--- src/rtl/wims_pkg.sv ---
// wims_pkg: shared state encoding and nibble width for the NOR operation sequencer.
package wims_pkg;
    localparam int NIBBLE_W = 4;
    typedef enum logic [1:0] {
        LOAD_A = 2'd0,
        LOAD_B = 2'd1,
        EVAL   = 2'd2,
        HOLD   = 2'd3
    } state_t;
endpackage

--- src/rtl/nor_op_sequencer_if.sv ---
// nor_op_sequencer_if: operand/result handshake bundle; zero flag present when NOR_SEQ_ZERO_FLAG_EN is defined.
interface nor_op_sequencer_if;
    import wims_pkg::*;
    logic                in_valid;
    logic                in_ready;
    logic [NIBBLE_W-1:0] in_data;
    logic                out_valid;
    logic                out_ready;
    logic [NIBBLE_W-1:0] out_y;
    logic                busy;
`ifdef NOR_SEQ_ZERO_FLAG_EN
    logic                zero;
    modport slave (input in_valid, in_data, out_ready, output in_ready, out_valid, out_y, busy, zero);
    modport master (output in_valid, in_data, out_ready, input in_ready, out_valid, out_y, busy, zero);
`else
    modport slave (input in_valid, in_data, out_ready, output in_ready, out_valid, out_y, busy);
    modport master (output in_valid, in_data, out_ready, input in_ready, out_valid, out_y, busy);
`endif
endinterface

--- src/rtl/ls7402.sv ---
// ls7402: quad 2-input NOR gate.
module ls7402
    import wims_pkg::*;
(
    input  logic [NIBBLE_W-1:0] a,
    input  logic [NIBBLE_W-1:0] b,
    output logic [NIBBLE_W-1:0] y
);
    assign y = ~(a | b);
endmodule

--- src/rtl/nor_op_sequencer.sv ---
// nor_op_sequencer: accepts operands A then B, settles EVAL_CYCLES, holds ~(A|B) until consumed.
// Optional registered zero flag enabled by NOR_SEQ_ZERO_FLAG_EN.
module nor_op_sequencer
    import wims_pkg::*;
#(
    parameter int EVAL_CYCLES = 1
) (
    input logic               clk,
    input logic               rst,
    nor_op_sequencer_if.slave bus
);
    localparam int         EFF_CYCLES = (EVAL_CYCLES < 1) ? 1 : EVAL_CYCLES;
    localparam logic [2:0] CNT_INIT   = 3'(EFF_CYCLES - 1);

    if (EVAL_CYCLES > 7) begin : g_range_err
        $error("nor_op_sequencer: EVAL_CYCLES must be within 1..7");
    end

    state_t              state_q, state_d;
    logic [NIBBLE_W-1:0] a_q, a_d, b_q, b_d, y_q, y_d, nor_y;
    logic [2:0]          cnt_q, cnt_d;
    logic                xfer;

    ls7402 u_nor (.a(a_q), .b(b_q), .y(nor_y));

    assign bus.in_ready  = (state_q == LOAD_A) || (state_q == LOAD_B);
    assign bus.out_valid = state_q == HOLD;
    assign bus.busy      = state_q != LOAD_A;
    assign bus.out_y     = y_q;
    assign xfer          = bus.in_valid & bus.in_ready;

    always_comb begin
        state_d = state_q;
        a_d     = a_q;
        b_d     = b_q;
        cnt_d   = cnt_q;
        y_d     = y_q;
        unique case (state_q)
            LOAD_A: if (xfer) begin
                a_d     = bus.in_data;
                state_d = LOAD_B;
            end
            LOAD_B: if (xfer) begin
                b_d     = bus.in_data;
                cnt_d   = CNT_INIT;
                state_d = EVAL;
            end
            EVAL: if (cnt_q == 3'd0) begin
                y_d     = nor_y;
                state_d = HOLD;
            end else begin
                cnt_d = cnt_q - 3'd1;
            end
            HOLD: if (bus.out_ready) state_d = LOAD_A;
            default: state_d = LOAD_A;
        endcase
    end

    always_ff @(posedge clk or posedge rst) begin
        if (rst) begin
            state_q <= LOAD_A;
            a_q     <= '0;
            b_q     <= '0;
            cnt_q   <= '0;
            y_q     <= '0;
        end else begin
            state_q <= state_d;
            a_q     <= a_d;
            b_q     <= b_d;
            cnt_q   <= cnt_d;
            y_q     <= y_d;
        end
    end

`ifdef NOR_SEQ_ZERO_FLAG_EN
    // Updated only on result capture so reset's all-zero out_y never reads as a zero result.
    logic zero_q, zero_d;
    assign zero_d   = (state_q == EVAL && cnt_q == 3'd0) ? (nor_y == '0) : zero_q;
    assign bus.zero = zero_q;

    always_ff @(posedge clk or posedge rst) begin
        if (rst) zero_q <= 1'b0;
        else     zero_q <= zero_d;
    end
`endif
endmodule

--- src/flat_wrapper.sv ---
// flat-port wrapper written by rule: the top's interface ports become plain ports
module nor_op_sequencer_flat import wims_pkg::*;
#(
    parameter int EVAL_CYCLES = 1
)
  (clk, rst, bus_in_valid, bus_in_data, bus_out_ready, bus_in_ready, bus_out_valid, bus_out_y, bus_busy);
  nor_op_sequencer_if bus_i ();
  input logic clk;
  input logic rst;
  input wire logic [$bits(bus_i.in_valid)-1:0] bus_in_valid;
  input wire logic [$bits(bus_i.in_data)-1:0] bus_in_data;
  input wire logic [$bits(bus_i.out_ready)-1:0] bus_out_ready;
  output wire logic [$bits(bus_i.in_ready)-1:0] bus_in_ready;
  output wire logic [$bits(bus_i.out_valid)-1:0] bus_out_valid;
  output wire logic [$bits(bus_i.out_y)-1:0] bus_out_y;
  output wire logic [$bits(bus_i.busy)-1:0] bus_busy;
  assign bus_i.in_valid = bus_in_valid;
  assign bus_i.in_data = bus_in_data;
  assign bus_i.out_ready = bus_out_ready;
  assign bus_in_ready = bus_i.in_ready;
  assign bus_out_valid = bus_i.out_valid;
  assign bus_out_y = bus_i.out_y;
  assign bus_busy = bus_i.busy;
  nor_op_sequencer #(.EVAL_CYCLES(EVAL_CYCLES)) u_core (.clk(clk), .rst(rst), .bus(bus_i));
endmodule
--- config.mk ---
export PLATFORM = sky130hd
export DESIGN_NAME = nor_op_sequencer_flat
export DESIGN_NICKNAME = d
export VERILOG_FILES = /design/src/rtl/wims_pkg.sv /design/src/rtl/nor_op_sequencer_if.sv /design/src/rtl/ls7402.sv /design/src/rtl/nor_op_sequencer.sv /design/src/flat_wrapper.sv
export SDC_FILE = /design/constraint.sdc
export NUM_CORES = 1
export LEC_CHECK = 0
export BUFFER_PORTS_ARGS = -buffer_cell sky130_fd_sc_hd__buf_4
export CAP_MARGIN = 15
export CORE_UTILIZATION = 50
export DETAILED_ROUTE_END_ITERATION = 6
export GPL_ROUTABILITY_DRIVEN = 0
export HOLD_SLACK_MARGIN = 0.05
export PLACE_DENSITY = 0.77
export SLEW_MARGIN = 0
export SYNTH_ARGS = -nofsm -noshare
export SYNTH_HDL_FRONTEND = slang
export SYNTH_HIERARCHICAL = 1
export SYNTH_SLANG_ARGS = --single-unit
--- constraint.sdc ---
create_clock -name clk -period 3.1 [get_ports clk]
set_clock_uncertainty 0.05 [all_clocks]
set_input_delay 0.31 -clock clk [delete_from_list [all_inputs] [get_ports clk]]
set_output_delay 0.31 -clock clk [all_outputs]
set_load 0.01 [all_outputs]
# Yosys cells after proc, flatten, opt, wreduce, memory -nomap -nowiden

Cells that the tools add are included.

Register bits after elaboration: 17
Input bits: 8
Output and inout bits: 7
Word-level logic and storage cells: 35

Add/sub/neg operators: 1
Equal/unequal tests: 8
Muxes and demuxes: 8
Bitwise operators: 3
Reductions and logical operators: 10

Operators by type and width:

| cell                                                                | count |
|---|---|
| 2-bit 2-to-1 mux                                                    | 4 |
| 2-bit case mux with 4 select lines                                  | 1 |
| 3-bit 2-to-1 mux                                                    | 2 |
| 2-bit by 1-bit != test with 1-bit output (second input constant)    | 3 |
| 3-bit case mux with 2 select lines                                  | 1 |
| 2-bit AND reduction                                                 | 3 |
| 2-bit == test (second input constant)                               | 2 |
| 2-bit != test (second input constant)                               | 2 |
| 4-bit inverter                                                      | 1 |
| 4-bit OR                                                            | 1 |
| 4-bit AND reduction                                                 | 1 |
| 2-bit nonzero test                                                  | 2 |
| 3-bit logical NOT                                                   | 1 |
| 3-bit AND reduction                                                 | 1 |
| 3-bit by 1-bit subtractor with 3-bit output (second input constant) | 1 |
| 2-bit by 1-bit == test with 1-bit output (second input constant)    | 1 |
| 2-bit logical NOT                                                   | 1 |
| 1-bit bitwise AND                                                   | 1 |
| 1-bit logical OR                                                    | 1 |

# Logic depth before layout (Yosys ltp)

Gate-level depths: netlist (run 1).

Depth after elaboration: 5
Gate-level depth with buffers: 5
Mapped depth without buffers: 5

# Modules after synthesis

Netlist (run 1), hierarchy kept.

Modules (own cells, without submodules):

| module           | instances | cells each | area an instance (um^2) | sequential area each (um^2) |
|---|---|---|---|---|
| nor_op_sequencer | 1         | 63         | 819.5                   | 425.4 |
| ls7402           | 1         | 4          | 15.0                    | 0.0 |

# Worst setup path after synthesis (run 1)

OpenSTA, ideal clock, no wires.

Path type: reg2reg
Start point: register u_core.state_q[1]
End point: register u_core.state_q[1]
Setup time: 0.125 ns
Arrival: 1.422 ns
Required time: 2.925 ns
Slack: 1.503 ns
Stages on the path, launching flop included: 6
Buffers on the path: 0
Clock period less this slack: 1.597 ns
Cell sequence: dfrtp_1 inv_1 ha_1 o21ba_1 a211o_1 mux2_4

Longest elaborated chain between the ends: 5
Elaborated cells on any way between the ends: 12
Classes of those cells: eq/ne: 7; mux: 1; bitwise: 1; reduce/logical: 3

Ends and longest elaborated chain:

| what                                                                                 | line                                           | source |
|---|---|---|
| start, declared                                                                      | nor_op_sequencer.sv:19                         | `state_t state_q, state_d;` |
| start signal, assigned                                                               | nor_op_sequencer.sv:67                         | `state_q <= state_d;` |
| 2-bit by 1-bit == test with 1-bit output / 2-bit logical NOT (equally long branches) | nor_op_sequencer.sv:26, nor_op_sequencer.sv:38 |  |
| 1-bit logical OR                                                                     | nor_op_sequencer.sv:26                         | `assign bus.in_ready = (state_q == LOAD_A) \|\| (state_q == LOAD_B);` |
| 1-bit bitwise AND                                                                    | nor_op_sequencer.sv:30                         | `assign xfer = bus.in_valid & bus.in_ready;` |
| 2-bit by 1-bit != test with 1-bit output (no source line)                            | -                                              |  |
| 4-bit AND reduction (no source line)                                                 | -                                              |  |

Parallel ways exist; a longest one is shown, timed or not.
A chain may end at the register's enable or synchronous reset.

# Final worst setup path (run 1)

Start point: register u_core.state_q[1]
End point: output port bus_in_ready

Longest elaborated chain between the ends: 2
Elaborated cells on any way between the ends: 3
Classes of those cells: eq/ne: 1; reduce/logical: 2

Ends and longest elaborated chain:

| what                                                                                 | line                   | source |
|---|---|---|
| 2-bit by 1-bit == test with 1-bit output / 2-bit logical NOT (equally long branches) | nor_op_sequencer.sv:26 |  |
| 1-bit logical OR (*)                                                                 | nor_op_sequencer.sv:26 |  |
| end, declared                                                                        | flat_wrapper.sv:13     | `output wire logic [$bits(bus_i.in_ready)-1:0] bus_in_ready;` |

Mark *: on every way between the ends. The rest lies on a longest branch, timed or not.

==> results of run 1 <==
## registers in the layout, summed over array words and instances (netlist names)
register / cells
u_core/a_q: 4
u_core/state_q: 2
u_core/bus.out_y: 4
u_core/cnt_q: 3
u_core/b_q: 4
## cells in the final DEF, fill, tap and decap left out, drive strengths merged, types with 2 or more instances in the layout
master	count
clkbuf	3
inv	6
nor2b	2
mux2	13
nand2	3
ha	7
dfrtp	17
buf	14
nor2	4
mux2i	2
nand2b	2
## cell usage after synthesis, types with 2 or more instances
library cell / count
nor2b_1: 2
nor2_1: 4
mux2_2: 8
dfrtp_1: 17
nand2_1: 3
nand2b_1: 2
inv_1: 6
mux2_1: 4
mux2i_1: 2
ha_1: 7
## report_power, final
part	switching (mW)	internal, mW
clock network	0.0699	0.0492
registers	0.0600	0.329
logic	0.222	0.265
total	0.351	0.643
## critical path: cells and delay by family (launching register included)
| kind | cells | cell delay [ps] |
|---|---|---|
| flip-flops | 1 | 410 |
| AND/OR/NAND/NOR | 1 | 290 |
| adder cells (fa/ha/maj) | 1 | 250 |
| buffers and inverters | 2 | 230 |
## final cells by class
cell class	count	area (um2)
Tap cell	16	20.02
Fill cell	119	524.3
Clock inverter	1	7.507
Inverter	6	22.52
Timing Repair Buffer	15	115.1
Clock buffer	3	22.52
Sequential cell	17	425.4
Multi-Input combinational cell	44	386.6
## kinds of logic (layout without fill, tap and decap cells)
family,Yosys count,in the layout,synth area share
and+or+nand+nor,16,16,0.1034
DFF,17,17,0.5097
AOI/OAI and AO/OA,6,6,0.05097
buffers and inverters,6,25,0.02698
adders and majority gates,7,7,0.1049
muxes,15,15,0.2039
## through the flow
step                total power, mW  setup WS, ps  utilization  cells
floorplan                    0.7303          1503            -     67
global placement             0.8646          1416       0.6297     97
detailed placement           0.8834          1389       0.6297     97
CTS                           1.010          1232       0.6560    102
global route                  1.079          1153       0.6560    102
finish                       0.9947          1249       0.6560    102
## layer usage
layer	up-vias	part of all wire	global-route usage
li1	267	-	-
met1	251	0.46	0.2149
met2	10	0.49	0.2970
met3	2	0.043	0.07660
met4	0	0.0088	0.05625
met5	-	0	0
## how the worst max path moves through the flow
stage                        end  slack, ps         startpoint
2_1_floorplan  u_core/state_q[1]       1500  u_core/state_q[1]
3_3_place_gp   u_core/state_q[1]       1420  u_core/state_q[1]
3_5_place_dp   u_core/state_q[1]       1390  u_core/state_q[1]
4_1_cts             bus_in_ready       1230  u_core/state_q[1]
5_1_grt             bus_in_ready       1150  u_core/state_q[0]
6_report            bus_in_ready       1250  u_core/state_q[1]
==> results.md, run 1 <==
* Via density at 5.196
* Static Leakage at 0.5008 nW
* H-tree levels at 1
* Post-CTS Resized at 0
* Hold Fails Final Rpt at 0
* Max Clk Rate at 540.3 MHz
* Hold path start: bus_in_data[3]
* Starting Density at 0.5476
* Final critical-path share of the clock period at 0.5971
* Worst-path fanout max at 5
* PwrDens at 994.9 nW/um2
* Critical-path cell list: inv_1, ha_1, or2_2, buf_4
* Reg2Reg Depth at 5
* Routed wire length at 1360 um
* RSZ-0062 raised after global routing: no
* Avg Inst Size Synth at 12.46 um2
* Clock Pin Slew Worst Setup and Hold Paths at 100 ps
* Post-synth top area share at 0.5097
* Synth area leader: dfrtp_1
* Total track usage at 0.1816
* Die height at 42.86 um
* # DRC at 0
* Sequential share of the synthesized area at 0.5097
* Worst hold slack at 199.1 ps
* Die X-Extent at 42.86 um
* Yosys reg bits at 17
* Outcome: finished clean
* Drt first pass iters at 4
* Reg2Reg Capture Point: u_core/state_q[1]
* Min-Delay Path Depth at 2
* Dpl hpwl at 1053 um
* Post-CTS Setup Inserts at 0
* Placed Instance Area at 959.7 um2
* Worst reg2reg startpoint: u_core/state_q[1]
* Skew-Pair Late Insertion Delay at 300 ps
* Via count of the first global-routing pass at 533
* EDFF count, synth at 0
* Final setup violating endpoints at 0
* Wire per inst at 13.33 um
* CP endpoint kind: primary output
* Crit Path Category: reg2out
* Setup crit start kind: flop
* Slowest cell on crit path: dfrtp_1
* Layout cells sized above 1 at 0.3256
* Cts bufs inserted at 3
* Inserted Diodes at 0
* Ys async rst share at 1.000
* Area growth, synth to finish at 19.79%
* First-pass GRT wire length at 2352 um
* Fin. max-slew vios at 0
* CP Data Arrival Time at 1490 ps
* CTS sink cnt at 17
* Netlist cell types at 22
* Tightest Pin Transition at 611.1 ps
* Max_slew headroom at 0.5921
* Initial antenna violation count at 0
* Setup TNS at 0 ps
* Largest net degree at the start of global routing at 18
* Clock tree root buffer cell: clkbuf_4
* Yosys warns at 6
* Hold worst-path end: u_core/a_q[3]
* Final min period at 1851 ps
* Core Region at 1524 um2
* IO buf count at 14
* Post-CTS Hold Buffers at 1
* Final ANT Viol Nets at 0
* Via count at 530
* Main flop type after synthesis: dfrtp_1
* Post-route cell area at 999.7 um2
* Max clock buf depth at 2
* DR iter-0 viols at 3
* Reg2reg setup slack at 1370 ps
* Worst min path class: in2reg
* Std-Cell Rows at 14
* CTS tree: done
* Syn Inst Count at 67
* Cell area after synthesis at 834.6 um2
* MaxCap Viol Count at 0
* Syn_nets at 82
* Synth area leaders: dfrtp_1 51%, mux2_2 11%, ha_1 10%
* Layout Nets at 102
* Max incr delay on CP at 410 ps
* # IOs at 15
* Worst vdd ir at 0.6238 mV
* Full die area at 1837 um2
* WP data required at 2740 ps
* GRT overflow at 0
Power figures use the tool's default switching activity.
==> run 2, diff against run 1 <==
==> constraint.sdc (replaced) <==
create_clock -name clk -period 1.8 [get_ports clk]
set_clock_uncertainty 0.05 [all_clocks]
set_input_delay 0.18 -clock clk [delete_from_list [all_inputs] [get_ports clk]]
set_output_delay 0.18 -clock clk [all_outputs]
set_load 0.01 [all_outputs]
==> run 2 against run 1 <==
Effect of this change:
- die area is the same
- combinational power grew 75%
- critical path depth grew 1
- count of clock-buffer cells in the layout is the same
- largest cell class unchanged
==> results.md, run 2 (synthesis gave the netlist of run 1 again) <==
* Setup TNS at 0 ps
* Switch share at 0.3515
* Tightest Pin Transition at 618.0 ps
* Full die area at 1837 um2
* Setup crit start kind: flop
* Worst min path class: in2reg
* Cts bufs inserted at 3
* DR iter-0 viols at 7
* Layout cells sized above 1 at 0.3333
* Most common cell after layout, fill and taps aside: dfrtp_1
* Clock Pin Slew Worst Setup and Hold Paths at 100 ps
* WP data required at 1940 ps
* CTS sink cnt at 17
* Max clock buf depth at 2
* Core Region at 1524 um2
* Std-Cell Rows at 14
* Part of the power in registers at 0.385
* Slowest cell on crit path: dfrtp_1
* # DRC at 0
* Skew-Pair Late Insertion Delay at 300 ps
* Final Core Density at 0.6593
* RSZ-0062 raised after global routing: no
* Post-CTS Setup Inserts at 0
* Static Leakage at 0.5096 nW
* Initial antenna violation count at 0
* CP endpoint kind: flop
* Wire per inst at 13.19 um
* # IOs at 15
* Via count of the first global-routing pass at 536
* H-tree levels at 1
* Max_slew headroom at 0.5875
* Final critical-path share of the clock period at 0.9462
* Die height at 42.86 um
* PwrDens at 1712 nW/um2
* Final ANT Viol Nets at 0
* Fin. max-slew vios at 0
* Switch Pwr at 0.6048 mW
* First-pass GRT wire length at 2235 um
* Hold Fails Final Rpt at 0
* Via count at 550
* Inserted Diodes at 0
* Total track usage at 0.1743
* Largest net degree at the start of global routing at 18
* Routed wire length at 1359 um
* MaxCap Viol Count at 0
* Worst vdd ir at 0.8896 mV
* GRT overflow at 0
* Final min period at 1703 ps
* Buffers & Inverters on Critical Path at 1
* Final setup violating endpoints at 0
* Outcome: finished clean
* Area growth, synth to finish at 20.39%
* Starting Density at 0.5476
* Max Clk Rate at 587.1 MHz
* Most frequent cells in the layout: 17 x dfrtp_1, 15 x buf_4, 8 x mux2_2, 7 x ha_1, 6 x inv_1
* Critical-path cell list: inv_1, ha_1, o21ba_1, a211o_1, mux2_4
* Dpl hpwl at 1072 um
* Clock tree root buffer cell: clkbuf_4
* Worst-path fanout max at 5
* Drt first pass iters at 2
* Combinational Power Share at 0.495
* Layout Nets at 103
* Critical path's top delay family: compound AO/OA/AOI/OAI gates
* Int Pwr at 1.116 mW
* Clock Power Share at 0.120
* CTS tree: done
* Crit Path Category: reg2reg
* Die X-Extent at 42.86 um
* IO buf count at 14
* Max incr delay on CP at 400 ps
* CP Data Arrival Time at 1840 ps
* Via density at 5.340
* Worst hold slack at 65.98 ps
run 2: timing repair:
item / in CTS / in global routing
hold endpoints to repair: 17 / 0
hold buffers: 1 / 0
resized for setup: 0 / 0
run 2: worst paths after layout:
path / startpoint / end / slack [ps] / cells after the start
worst min-delay path: bus_in_data[0] / u_core/b_q[0] / 70 / 2
min in group asynchronous: rst / u_core/b_q[2] / 460 / 3
max in group asynchronous: rst / u_core/cnt_q[2] / 840 / 3
worst min register to register: u_core/bus.out_y[2] / u_core/bus.out_y[2] / 450 / 1
worst max-delay path: u_core/state_q[1] / u_core/state_q[1] / 100 / 5
worst max register to register: u_core/state_q[1] / u_core/state_q[1] / 100 / 5
run 2: final cells by class:
class | instances | area (um2)
Fill cell | 120 | 519.2
Sequential cell | 17 | 425.4
Multi-Input combinational cell | 44 | 386.6
Timing Repair Buffer | 16 | 122.6
Clock buffer | 3 | 22.52
Inverter | 6 | 22.52
Tap cell | 16 | 20.02
Clock inverter | 1 | 5.005
run 2: routing by layer:
metal	GRT usage	up-vias	wire, um
met4	0.09375	0	29
met2	0.2970	8	717
li1	-	269	-
met3	0.03830	4	40
met1	0.2011	269	572
met5	0	-	0
run 2: metrics by stage:
step | instances | setup slack [ps] | total power [mW] | cell area [um2]
floorplan | 67 | 202.9 | 1.258 | 834.6
global placement | 98 | 155.3 | 1.499 | 967.2
detailed placement | 98 | 103.7 | 1.536 | 967.2
CTS | 103 | 80.27 | 1.746 | 1005
global route | 103 | 34.15 | 1.847 | 1005
finish | 103 | 96.81 | 1.720 | 1005
run 2: worst reg2reg max path: stages, from the launching register on:
cell and delay (ps):
dfrtp_1 400, inv_1 90, ha_1 250, o21ba_1 200, a211o_1 300, mux2_4 300
run 2: power groups by stage:
stage          clock network [mW]  registers, mW  logic (mW)
6_report                    0.207          0.662       0.852
5_1_grt                     0.224          0.679       0.944
4_1_cts                     0.214          0.663       0.869
3_5_place_dp                    0          0.673       0.863
3_3_place_gp                    0          0.664       0.835
2_1_floorplan                   0          0.667       0.591
==> run 3, diff against run 2 <==
--- a/config.mk
+++ b/config.mk
@@ -5,13 +5,14 @@
 export SDC_FILE = /design/constraint.sdc
 export NUM_CORES = 1
 export LEC_CHECK = 0
+export ABC_AREA = 1
 export BUFFER_PORTS_ARGS = -buffer_cell sky130_fd_sc_hd__buf_4
 export CAP_MARGIN = 15
 export CORE_UTILIZATION = 50
 export DETAILED_ROUTE_END_ITERATION = 6
 export GPL_ROUTABILITY_DRIVEN = 0
 export HOLD_SLACK_MARGIN = 0.05
-export PLACE_DENSITY = 0.77
+export PLACE_DENSITY = 0.72
 export SLEW_MARGIN = 0
 export SYNTH_ARGS = -nofsm -noshare
 export SYNTH_HDL_FRONTEND = slang
==> run 3 against run 2 <==
Effect of this change:
- area after synthesis grew 5.4%
- global-route usage grew 0.93 points
- final cell count grew 39%
- flip-flop and latch count is the same
- routed wire length grew 11%
- count of clock-buffer cells in the layout is the same
- critical path depth is the same
==> results.md, run 3 <==
* Int Pwr at 0.9987 mW
* Post-CTS Setup Inserts at 0
* Via count of the first global-routing pass at 632
* EDFF count, synth at 0
* Slowest cell on crit path: dfrtp_1
* Synth area leader: dfrtp_1
* Final setup violating endpoints at 0
* Switch share at 0.4253
* GRT overflow at 0
* Via density at 4.804
* Layout cells sized above 1 at 0.1969
* Drt first pass iters at 4
* Static Leakage at 0.5947 nW
* Die height at 43.94 um
* Final critical-path share of the clock period at 0.9061
* Dpl hpwl at 1169 um
* RSZ-0062 raised after global routing: no
* Most common cell in the netlist: nand2_1
* Reg2reg setup slack at 280 ps
* Area growth, synth to finish at 18.49%
* CP endpoint kind: primary output
* Worst vdd ir at 0.9716 mV
* Wire per inst at 10.58 um
* Final ANT Viol Nets at 0
* Max_slew headroom at 0.5909
* Syn_nets at 123
* Worst-path fanout max at 4
* Critical-path cell list: inv_1, ha_1, inv_1, nand2_2, buf_4
* Final min period at 1631 ps
* WP data required at 1570 ps
* Switch Pwr at 0.7389 mW
* Yosys warns at 6
* Most common cell after layout, fill and taps aside: nand2_1
* Cts bufs inserted at 3
* Routed wire length at 1513 um
* PwrDens at 1667 nW/um2
* Clock Pin Slew Worst Setup and Hold Paths at 100 ps
* Starting Density at 0.5579
* First-pass GRT wire length at 2539 um
* Setup TNS at 0 ps
* Worst min path class: in2reg
* Full die area at 1931 um2
* DR iter-0 viols at 18
* Hold worst-path end: u_core/b_q[2]
* Tightest Pin Transition at 613.0 ps
* Combinational Power Share at 0.507
* Sequential share of the synthesized area at 0.4836
* Most frequent cells after synthesis: 30 x nand2_1, 20 x inv_1, 17 x dfrtp_1, 12 x o21ai_0, 8 x nor2_1
* # DRC at 0
* Synth area leaders: dfrtp_1 48%, nand2_1 13%, ha_1 10%
* Std-Cell Rows at 14
* Yosys reg bits at 17
* Max incr delay on CP at 430 ps
* Min-Delay Path Depth at 3
* Most frequent cells in the layout: 30 x nand2_1, 20 x inv_1, 17 x dfrtp_1, 14 x buf_4, 12 x o21ai_0
* Cell area after synthesis at 879.6 um2
* # IOs at 15
* CP most frequent cell: inv_1
* Hold Fails Final Rpt at 0
* CTS tree: done
* Hold path start: bus_in_data[2]
* CP Data Arrival Time at 1400 ps
* Largest net degree at the start of global routing at 18
* Setup crit start kind: flop
* IO buf count at 14
* Reg2Reg Capture Point: u_core/cnt_q[2]
* Netlist cell types at 12
* H-tree levels at 1
* Initial antenna violation count at 0
* Layout Nets at 143
* Post-synth top area share at 0.4836
* Worst reg2reg startpoint: u_core/state_q[1]
* Skew-Pair Late Insertion Delay at 290 ps
* Max clock buf depth at 2
* Inserted Diodes at 0
* Part of the power in registers at 0.377
* Max Clk Rate at 613.1 MHz
* Reg2Reg Depth at 9
* Setup WS pre-CTS at 292.8 ps
* Clock tree root buffer cell: clkbuf_4
* Clock Power Share at 0.116
* Crit Path Category: reg2out
* Final WS setup at 169.0 ps
* Main flop type after synthesis: dfrtp_1
* Die X-Extent at 43.94 um
* Ys async rst share at 1.000
* Outcome: finished clean
* Syn Inst Count at 108
* Core Region at 1577 um2
* Fin. max-slew vios at 0
* Total track usage at 0.1836
* CTS sink cnt at 17
* Avg Inst Size Synth at 8.144 um2
* MaxCap Viol Count at 0
* Via count at 687
[run 3: changes by cell type after synthesis, moves of 2 or more]
cell      before  now
nor2_1         4    8
mux2i_1        2    0
o21ai_0        0   12
mux2_1         4    0
nand3_2        0    2
inv_1          6   20
nor2b_1        2    0
nand2b_1       2    0
nand2_1        3   30
mux2_2         8    0
nand3_1        1    5
nand2_2        0    4
[run 3: worst max-delay path: cells and delay by family (launching register included)]
kind	cells	cell delay, ps
fa+ha+maj	1	250
buf+inv	3	330
flops	1	430
simple gates	1	110
[run 3: how the worst max path moves through the flow]
stage / to / depth (start not counted) / from / slack (ps)
after floorplan: u_core/state_q[0] / 9 / u_core/state_q[1] / 430
after detailed placement: u_core/cnt_q[2] / 9 / u_core/state_q[1] / 290
after global routing: bus_in_ready / 5 / u_core/state_q[1] / 100
after CTS: bus_in_ready / 5 / u_core/state_q[1] / 170
final: bus_in_ready / 5 / u_core/state_q[1] / 170
after global placement: u_core/state_q[0] / 9 / u_core/state_q[1] / 350
[run 3: cell families after synthesis]
family	count (synthesis)	synth area share
AOI/OAI and AO/OA	13	0.07397
adders and majority gates	7	0.09957
buffers and inverters	20	0.08535
DFF	17	0.4836
and+or+nand+nor	51	0.2575
[run 3: cell type report]
| class | instances | area (um2) |
|---|---|---|
| clock buffer | 3 | 22.52 |
| clock inverter | 1 | 5.005 |
| fill | 149 | 534.3 |
| inverter | 20 | 75.07 |
| multi-input combinational | 71 | 379.1 |
| sequential | 17 | 425.4 |
| tap | 16 | 20.02 |
| timing repair buffer | 15 | 115.1 |
[run 3: through the flow]
step	instances	power (mW)	cell area (um2)	hold WS (ps)	util
5_1_grt	143	1.913	1042	119.6	0.6611
2_1_floorplan	108	1.265	879.6	56.07	-
4_1_cts	143	1.757	1042	107.7	0.6611
6_report	143	1.738	1042	106.4	0.6611
3_5_place_dp	138	1.548	1005	254.8	0.6373
3_3_place_gp	138	1.518	1005	247.9	0.6373
[run 3: power groups by stage]
stage | clock (mW) | combinational (mW) | sequential [mW]
6_report | 0.201 | 0.882 | 0.655
5_1_grt | 0.215 | 1.02 | 0.678
4_1_cts | 0.210 | 0.889 | 0.657
3_5_place_dp | 0 | 0.883 | 0.665
3_3_place_gp | 0 | 0.862 | 0.656
2_1_floorplan | 0 | 0.605 | 0.661
[run 3: timing repair]
| action | CTS | global route |
|---|---|---|
| hold buffers | 1 | 0 |
| gates resized for setup | 0 | 0 |
| endpoints found under the setup margin | 0 | 0 |
| endpoints found under the hold margin | 17 | 0 |
[run 3: per-layer routing]
layer,vias up,track usage,wire [um]
li1,368,-,-
met1,299,0.2273,739
met2,16,0.3134,693
met3,4,0.02500,57
met4,0,0.09091,23
met5,-,0,0
